`config.mk`:
```
export PLATFORM = sky130hd
export DESIGN_NAME = pattern_recorder_flat
export DESIGN_NICKNAME = d
export VERILOG_FILES = /design/src/rtl/pattern_recorder_pkg.sv /design/src/rtl/pattern_recorder_if.sv /design/src/rtl/pattern_recorder_sync_bits.sv /design/src/rtl/pattern_recorder.sv /design/src/flat_wrapper.sv
export SDC_FILE = /design/constraint.sdc
export NUM_CORES = 1
export LEC_CHECK = 0
export BUFFER_PORTS_ARGS = -buffer_cell sky130_fd_sc_hd__buf_2
export CAP_MARGIN = 20
export CORE_MARGIN = 5
export CORE_UTILIZATION = 32
export CTS_CLUSTER_SIZE = 12
export DETAILED_ROUTE_END_ITERATION = 10
export GPL_ROUTABILITY_DRIVEN = 0
export GPL_TIMING_DRIVEN = 0
export PLACE_DENSITY_LB_ADDON = 0.12
export SLEW_MARGIN = 20
export SYNTH_ARGS = -nofsm -noshare
export SYNTH_HDL_FRONTEND = slang
export SYNTH_HIERARCHICAL = 1
export SYNTH_SLANG_ARGS = --single-unit
```
`constraint.sdc`:
```
create_clock -name CLK -period 2.3 [get_ports CLK]
set_clock_uncertainty 0.2 [all_clocks]
set_input_delay 0.23 -clock CLK [delete_from_list [all_inputs] [get_ports CLK]]
set_output_delay 0.23 -clock CLK [all_outputs]
set_load 0.005 [all_outputs]
```
`src/rtl/pattern_recorder_pkg.sv`:
```
// pattern_recorder shared definitions: state encoding and
// default entry geometry, common with the LED pattern player.
package pattern_recorder_pkg;

    localparam int DEF_WIDTH     = 5;
    localparam int DEF_ADDR_BITS = 4;
    localparam int DEF_DIV_BITS  = 21;

    typedef enum logic [1:0] {
        ST_IDLE   = 2'd0,
        ST_RECORD = 2'd1,
        ST_DONE   = 2'd2
    } state_e;

endpackage

```
`src/rtl/pattern_recorder_if.sv`:
```
// Button/record-control/read-port bundle between the board side
// (master) and the recorder (slave).
interface pattern_recorder_if
    import pattern_recorder_pkg::*;
#(
    parameter int WIDTH     = DEF_WIDTH,
    parameter int ADDR_BITS = DEF_ADDR_BITS
);

    logic [WIDTH-1:0]     BUTTONS;
    logic                 REC_START;
    logic                 REC_STOP;
    logic [ADDR_BITS-1:0] RD_ADDR;
    logic [WIDTH-1:0]     RD_DATA;
    logic [ADDR_BITS:0]   LENGTH;
    logic                 RECORDING;
    logic                 FULL;

    modport master (
        output BUTTONS,
        output REC_START,
        output REC_STOP,
        output RD_ADDR,
        input  RD_DATA,
        input  LENGTH,
        input  RECORDING,
        input  FULL
    );

    modport slave (
        input  BUTTONS,
        input  REC_START,
        input  REC_STOP,
        input  RD_ADDR,
        output RD_DATA,
        output LENGTH,
        output RECORDING,
        output FULL
    );

endinterface

```
`src/rtl/pattern_recorder_sync_bits.sv`:
```
// Two-flop synchronizer for asynchronous button levels.
module sync_bits #(
    parameter int W = 1
) (
    input  logic         clk,
    input  logic         rst,
    input  logic [W-1:0] d,
    output logic [W-1:0] q
);

    logic [W-1:0] meta_q, meta_d;
    logic [W-1:0] sync_q, sync_d;

    always_comb begin
        meta_d = d;
        sync_d = meta_q;
    end

    always_ff @(posedge clk) begin
        if (rst) begin
            meta_q <= '0;
            sync_q <= '0;
        end else begin
            meta_q <= meta_d;
            sync_q <= sync_d;
        end
    end

    assign q = sync_q;

endmodule

```
`src/rtl/pattern_recorder.sv`:
```
// Samples synchronized buttons on a prescaled tick into a small
// pattern memory with a registered read port.
module pattern_recorder
    import pattern_recorder_pkg::*;
#(
    parameter int WIDTH     = DEF_WIDTH,
    parameter int ADDR_BITS = DEF_ADDR_BITS,
    parameter int DIV_BITS  = DEF_DIV_BITS
) (
    input  logic               CLK,
    input  logic               RESET,
    pattern_recorder_if.slave  bus
);

    localparam int DEPTH = 2 ** ADDR_BITS;
    localparam logic [ADDR_BITS:0] LEN_FULL =
        {1'b1, {ADDR_BITS{1'b0}}};

    logic [WIDTH-1:0]     sample;
    state_e               state_q, state_d;
    logic [DIV_BITS-1:0]  presc_q, presc_d;
    logic [ADDR_BITS:0]   len_q, len_d;
    logic [WIDTH-1:0]     rd_data_q, rd_data_d;
    logic [WIDTH-1:0]     mem_q [DEPTH];
    logic                 tick;
    logic                 we;
    logic [ADDR_BITS-1:0] wr_ptr;

    sync_bits #(.W(WIDTH)) u_sync (
        .clk (CLK),
        .rst (RESET),
        .d   (bus.BUTTONS),
        .q   (sample)
    );

    assign tick   = (presc_q == '0);
    // Entries are written densely from 0, so the count doubles as the pointer.
    assign wr_ptr = len_q[ADDR_BITS-1:0];

    always_comb begin
        state_d = state_q;
        presc_d = presc_q;
        len_d   = len_q;
        we      = 1'b0;
        unique case (state_q)
            ST_IDLE, ST_DONE: begin
                if (bus.REC_START) begin
                    state_d = ST_RECORD;
                    presc_d = '0;
                    len_d   = '0;
                end
            end
            ST_RECORD: begin
                presc_d = presc_q + 1'b1;
                if (bus.REC_START) begin
                    presc_d = '0;
                    len_d   = '0;
                end else begin
                    if (tick) begin
                        we    = 1'b1;
                        len_d = len_q + 1'b1;
                    end
                    if (bus.REC_STOP || len_d == LEN_FULL) begin
                        state_d = ST_DONE;
                    end
                end
            end
            default: state_d = ST_IDLE;
        endcase
    end

    always_ff @(posedge CLK) begin
        if (RESET) begin
            state_q <= ST_IDLE;
            presc_q <= '0;
            len_q   <= '0;
        end else begin
            state_q <= state_d;
            presc_q <= presc_d;
            len_q   <= len_d;
        end
    end

    always_ff @(posedge CLK) begin
        if (we) begin
            mem_q[wr_ptr] <= sample;
        end
    end

    assign rd_data_d = mem_q[bus.RD_ADDR];

    always_ff @(posedge CLK) begin
        if (RESET) begin
            rd_data_q <= '0;
        end else begin
            rd_data_q <= rd_data_d;
        end
    end

    assign bus.RD_DATA   = rd_data_q;
    assign bus.LENGTH    = len_q;
    assign bus.RECORDING = (state_q == ST_RECORD);
    assign bus.FULL      = (len_q == LEN_FULL);

endmodule

```
`src/flat_wrapper.sv`:
```
// flat-port wrapper written by rule: the top's interface ports become plain ports
module pattern_recorder_flat import pattern_recorder_pkg::*;
#(
    parameter int WIDTH     = DEF_WIDTH,
    parameter int ADDR_BITS = DEF_ADDR_BITS,
    parameter int DIV_BITS  = DEF_DIV_BITS
)
  (CLK, RESET, bus_BUTTONS, bus_REC_START, bus_REC_STOP, bus_RD_ADDR, bus_RD_DATA, bus_LENGTH, bus_RECORDING, bus_FULL);
  pattern_recorder_if #(.WIDTH(WIDTH), .ADDR_BITS(ADDR_BITS)) bus_i ();
  input  logic CLK;
  input  logic RESET;
  input wire logic [$bits(bus_i.BUTTONS)-1:0] bus_BUTTONS;
  input wire logic [$bits(bus_i.REC_START)-1:0] bus_REC_START;
  input wire logic [$bits(bus_i.REC_STOP)-1:0] bus_REC_STOP;
  input wire logic [$bits(bus_i.RD_ADDR)-1:0] bus_RD_ADDR;
  output wire logic [$bits(bus_i.RD_DATA)-1:0] bus_RD_DATA;
  output wire logic [$bits(bus_i.LENGTH)-1:0] bus_LENGTH;
  output wire logic [$bits(bus_i.RECORDING)-1:0] bus_RECORDING;
  output wire logic [$bits(bus_i.FULL)-1:0] bus_FULL;
  assign bus_i.BUTTONS = bus_BUTTONS;
  assign bus_i.REC_START = bus_REC_START;
  assign bus_i.REC_STOP = bus_REC_STOP;
  assign bus_i.RD_ADDR = bus_RD_ADDR;
  assign bus_RD_DATA = bus_i.RD_DATA;
  assign bus_LENGTH = bus_i.LENGTH;
  assign bus_RECORDING = bus_i.RECORDING;
  assign bus_FULL = bus_i.FULL;
  pattern_recorder #(.WIDTH(WIDTH), .ADDR_BITS(ADDR_BITS), .DIV_BITS(DIV_BITS)) u_core (.CLK(CLK), .RESET(RESET), .bus(bus_i));
endmodule
```
# --- After elaboration in Yosys (flattened, before gate mapping) ---
# Memories as Yosys holds them, arrays and structs flattened. A register that Yosys moved wholly into a read port is not among the register bits.
# Cells that the tools add are included.
totals:
  word_cells: 40
  input_bits: 13
  ram_bits: 80
  n_memories: 1
  out_inout_bits: 12
  register_bits: 38
memory_table:
  columns: ["memory", "depth", "width", "read_ports", "rd_clocked_by_memory_dff", "write_ports", "line_no", "source"]
  rows:
  - ["u_core.mem_q", 16, 5, 1, 1, 1, "pattern_recorder.sv:24", "logic [WIDTH-1:0] mem_q [DEPTH];"]
op_classes:
  add_sub_neg: 2
  n_mux: 18
  n_reduce_logical: 7
  eq_ne: 7
op_table:
  columns: ["op", "count"]
  rows:
  - ["$mux W21", 2]
  - ["$pmux W21 S2", 1]
  - ["$mux W5", 5]
  - ["$add A21 B1 Y21 const B", 1]
  - ["$logic_not A21 Y1", 1]
  - ["$eq A5 B5 Y1 const B", 2]
  - ["$pmux W5 S2", 1]
  - ["$mux W2", 3]
  - ["$add A5 B1 Y5 const B", 1]
  - ["$mux W1", 5]
  - ["$ne A2 B2 Y1 const B", 2]
  - ["$pmux W2 S2", 1]
  - ["$reduce_and A3 Y1", 1]
  - ["$eq A2 B1 Y1 const B", 1]
  - ["$eq A2 B2 Y1 const B", 1]
  - ["$logic_not A2 Y1", 1]
  - ["$ne A2 B1 Y1 const B", 1]
  - ["$reduce_and A2 Y1", 1]
  - ["$reduce_bool A2 Y1", 1]
  - ["$reduce_or A2 Y1", 1]
  - ["$logic_or A1 B1 Y1", 1]

# --- Depth between registers and ports, before layout ---
depth:
  word_depth: 9
  depth_mapped: 10
  ltp_nobuf: 7

# --- By module ---
# The synthesis kept the hierarchy.
modules_own_cells:
  columns: ["module", "n_inst", "area_each_um2", "seq_area_each_um2", "cells_per_inst"]
  rows:
  - ["pattern_recorder", 1, 4872.2, 3062.9, 344]
  - ["sync_bits", 1, 262.8, 200.2, 20]

# --- Worst setup path after synthesis ---
# Ideal clock, no wire load.
synth_path:
  kind: "register to register"
  from: "reg u_core.presc_q[0]"
  to: "mem u_core/mem_q[15][0] (netlist bit), enable pin"
  n_path_buf: 3
  stages_incl_launch_ff: 11
  arrival_ns: 1.892
  setup_ns: 0.340
  required_time_ns: 1.760
  synth_period_minus_slack_ns: 2.431
  path_slack_ns: -0.131
  cell_sequence: "dfxtp_1 -> inv_1 -> ha_1 -> nor4b_1 -> and3_1 -> clkbuf_1 -> and3_1 -> buf_4 -> buf_4 -> nand2_1 -> nor2_1"
synth_between:
  elab_chain_cells: 6
synth_lines:
  columns: ["item", "line_no", "source"]
  rows:
  - ["start, declared", "pattern_recorder.sv:21", "logic [DIV_BITS-1:0] presc_q, presc_d;"]
  - ["start signal, assigned", "pattern_recorder.sv:79", "presc_q <= presc_d;"]
  - ["$logic_not A21 Y1", "pattern_recorder.sv:36", "assign tick = (presc_q == '0);"]
  - ["$mux W1", "pattern_recorder.sv:59", "if (tick) begin"]
  - ["$mux W1", "pattern_recorder.sv:55", "if (bus.REC_START) begin"]
  - ["$mux W1", "pattern_recorder.sv:45", "unique case (state_q)"]
  - ["$mux W1", "pattern_recorder.sv:85", "if (we) begin"]
  - ["$mux W1 (not written as such)", "pattern_recorder.sv:86", "mem_q[wr_ptr] <= sample;"]
  - ["end, declared", "pattern_recorder.sv:24", null]
# Every way passes these cells.

# --- Worst setup path in the final report ---
layout_path:
  from: "reg u_core.presc_q[0]"
  to: "mem u_core/mem_q[3][4] (netlist bit), enable pin"
# Same word-level chain as after synthesis.

==> impl_metrics.csv <==
group,metric,value,unit
sta,fin_tns_setup,0,ns
synthesis,synthSimpleGateAreaFrac,0.145,
floorplan,initial_utilization,0.324,
global_route,grt_pass1_vias,3304,
floorplan,io_pins,25,
cells_and_area,drive_above_1_share,0.278,
cells_and_area,multiInputGateArea,1850,sq um
worst_setup_path,path_cells,"inv_2 > ha_2 > nor4b_4 > and3_4 > and3_4 > buf_6 > nand2_4 > nor3_4 > buf_12",
cts,clk_latency,0.40,ns
sta,rsz0062_at_grt,"true",
drt,antenna_left,0,
worst_setup_path,start_kind,"flop",
cts,cts_made_buffers,17,
synthesis,synth_edf_count,80,
floorplan,die-height,137,um
sta,fmax,446,MHz
drt,drt_iter0_drc,146,
cts,clock_path_buffers,2,
global_route,grt_pass1_wl,18500,um
global_route,grt_max_degree,17,
floorplan,die_area,18700,sq um
drt,dr.pass1.iters,4,
worst_setup_path,arrival,2.16,ns
cts,clk_pin_slew_worst_paths,0.06,ns
synthesis,yosysSeqAreaShare,0.635,
pwr,p_leak,2.20,nW
cells_and_area,fill_cells,1499,
synthesis,netlist_area,5130,sq um
cts,cts_root_buf,"clkbuf_16",
worst_setup_path,endpoint_kind,"flop",
place,portBuffers,21,
worst_setup_path,worst-path-buf-inv,3,
floorplan,rows,46,
cts,cts_sinks,123,
synthesis,synth_area_leader_cell,"edfxtp_1",
worst_hold_path,min_from,"bus_REC_STOP",
synthesis,synth-xor-area-share,0.0154,
sta,setup_violations,0,
flow_run,drv_cap,0,
drt,via_per_inst,4.82,
sta,finalHoldViolations,0,
worst_setup_path,critical_path.slowest_cell,"dfxtp_4",
synthesis,async_flop_share,0,
worst_setup_path,r2r_cells,9,
worst_setup_path,cpLargestDelayFamily,"simple AND/OR/NAND/NOR gates",
place,dp.cells,601,
place,hpwl,7550,um
sta,post-route-period-util,0.975,
worst_setup_path,crit_fanout,5,
drt,drt_wl_total,11300,um
worst_hold_path,whs_path_depth,3,
synthesis,synth_top_area_frac,0.468,
sta,slew_headroom,0.557,
floorplan,core_area,15800,sq um
drt,post-route-drc-count,0,
drt,vias,3141,
outcome,status,"complete, no violations",
worst_setup_path,path_class,"flop to flop",
drt,wl_per_cell,17.4,um
synthesis,synth_seq_cells,123,
synthesis,synthMuxAreaShare,0.110,
synthesis,synth_top_family_by_area,"simple AND/OR/NAND/NOR gates",
synthesis,ys_warn_count,6,
synthesis,synth_nets,383,
global_route,grt.overflow.total,0,
worst_setup_path,cp_data_required_time,2.22,ns
cells_and_area,antenna_cells,0,
synthesis,syn_avg_cell_area,14.1,sq um
global_route,grt_usage,0.133,
global_route,antenna_found_initial,0,
sta,slew_violations,0,
synthesis,synthFlopType,"edfxtp_1",
synthesis,synthAdderAreaFrac,0.0146,
cells_and_area,area_growth,24.7,%
synthesis,yosys.cell_types.count,44,
synthesis,yosys-top-cells-area,"edfxtp_1 47%, dfxtp_1 17%, mux4_2 11%, and3_1 2.3%, nor2b_1 2.2%",
pwr,power_density,826,nW/um^2
cells_and_area,fin_cells,651,
sta,fin_crit,2.24,ns
worst_setup_path,r2r-end,"u_core/mem_q[3][4]$_DFFE_PP_",
floorplan,fp.dieW,137,um
cells_and_area,regArea,3270,sq um
cells_and_area,finalNetCount,441,
sta,worstMarginPinSlew,0.660,ns
worst_hold_path,min_to,"u_core/state_q[0]$_SDFFE_PP0P_",
worst_setup_path,rrSetupSlack,0.06,ns
synthesis,syn_inst,364,
worst_setup_path,crit_top_cell,"and3_4",
pwr,vdd_drop_max,0.512,mV
worst_hold_path,worstHoldPathType,"input port to flop",
worst_setup_path,timing.rr.start,"u_core/presc_q[0]$_SDFFE_PP0P_",
worst_setup_path,max_stage_delay,0.36,ns
cts,htree_levels,4,
cts,tritoncts,"done",
synthesis,synth_compound_area_frac,0.0570,
[cell families after synthesis]
group	Yosys count
flip-flops	123
AO/OA/AOI/OAI	46
multiplexers	25
buffers and inverters	26
AND/OR/NAND/NOR	129
adder cells (fa/ha/maj)	6
XOR/XNOR	9
[tightest hold or removal path, delay by kind of cell]
kind	cells	cell delay (ns)
compound gates	2	0.25
buf+inv	1	0.10
[flip-flops by register name, summed over array words and instances, names as in the netlist]
| name | count |
|---|---|
| u_core/u_sync/q | 5 |
| u_core/bus.RD_DATA | 5 |
| u_core/presc_q | 21 |
| u_core/state_q | 2 |
| u_core/mem_q | 80 |
| u_core/bus.LENGTH | 5 |
| u_core/u_sync/meta_q | 5 |
[what timing repair did]
action / 4_1_cts / 5_1_grt
hold buffers: 12 / 0
gates cloned: 1 / 0
pin swaps: 2 / 3
setup buffers: 6 / 1
setup endpoints to repair: 81 / 92
endpoints found under the hold margin: 11 / 0
resized for setup: 19 / 14
[where the power goes]
| part | switching [W] | internal (W) | leakage [nW] |
|---|---|---|---|
| sequential | 0.0000246 | 0.00237 | 1.09 |
| combinational | 0.000137 | 0.000121 | 0.833 |
| clock | 0.000917 | 0.00172 | 0.281 |
| total | 0.00108 | 0.00421 | 2.20 |
[worst max path at each step]
| stage | from | end | cells after the start |
|---|---|---|---|
| floorplan | u_core/presc_q[11]$_SDFFE_PP0P_ | u_core/mem_q[3][0]$_DFFE_PP_ | 7 |
| global placement | u_core/presc_q[0]$_SDFFE_PP0P_ | u_core/mem_q[4][4]$_DFFE_PP_ | 9 |
| detailed placement | u_core/presc_q[0]$_SDFFE_PP0P_ | u_core/mem_q[3][1]$_DFFE_PP_ | 10 |
| CTS | u_core/presc_q[0]$_SDFFE_PP0P_ | u_core/mem_q[5][2]$_DFFE_PP_ | 9 |
| global route | u_core/presc_q[1]$_SDFFE_PP0P_ | u_core/mem_q[3][4]$_DFFE_PP_ | 9 |
| finish | u_core/presc_q[0]$_SDFFE_PP0P_ | u_core/mem_q[3][4]$_DFFE_PP_ | 9 |
[layer usage]
metal,global-route usage,part of all wire,up-vias
met5,0,0,-
met4,0.0470,0.0067,0
met2,0.221,0.51,38
met3,0.0379,0.029,4
li1,-,-,1518
met1,0.166,0.46,1581
[synth_stat cells (all sizes together) (2+ instances only)]
cell type	count
edfxtp	80
dfxtp	43
nor2	31
mux4	25
and3	19
nor2b	18
a21oi	15
nand2	14
nor3	12
clkbuf	11
o21ai	9
xnor2	9
inv	8
buf	7
a311oi	6
ha	6
nand4	6
nor4	6
nand3	5
nor4b	5
a21o	4
a31oi	4
nand2b	4
or4	4
a22oi	2
and4	2
nand3b	2
o211ai	2
[stage by stage]
step / total power, W / utilization / instance area, sq um / setup slack [ns] / hold slack [ns]
after floorplan: 0.00259 / - / 5150 / 0.00646 / 0.102
after global placement: 0.00267 / 0.349 / 5530 / -0.349 / 0.226
after detailed placement: 0.00267 / 0.349 / 5530 / -0.371 / 0.231
after CTS: 0.00538 / 0.403 / 6370 / 0.000357 / 0.0275
after global routing: 0.00550 / 0.405 / 6400 / -0.0471 / 0.0483
final: 0.00529 / 0.405 / 6400 / 0.0565 / 0.0446
[layout make-up]
| cell class | count | share of cell area |
|---|---|---|
| multi-input combinational | 215 | 0.288 |
| clock inverter | 12 | 0.0231 |
| timing repair buffer | 41 | 0.0481 |
| tap | 216 | 0.0422 |
| sequential | 123 | 0.511 |
| buffer | 16 | 0.0127 |
| clock buffer | 20 | 0.0698 |
| inverter | 8 | 0.00469 |
[placed cells by master, fill, tap and decap left out, types with 5 or more instances in the layout]
cell / synthesis / routed
mux4_2: 25 / 25
xnor2_1: 9 / 9
o21ai_1: 7 / 7
dlygate4sd3_1: 0 / 12
nor3_1: 10 / 10
clkbuf_16: 0 / 17
buf_2: 3 / 25
dfxtp_1: 43 / 38
nand2_1: 14 / 13
edfxtp_1: 80 / 80
nor2b_1: 18 / 18
buf_4: 2 / 5
a21oi_1: 15 / 15
clkbuf_1: 11 / 10
nor2_1: 29 / 28
and3_1: 19 / 10
a311oi_1: 6 / 6
nand4_1: 6 / 6
inv_1: 8 / 7
and3_2: 0 / 7
(Power assumes the default switching activity.)
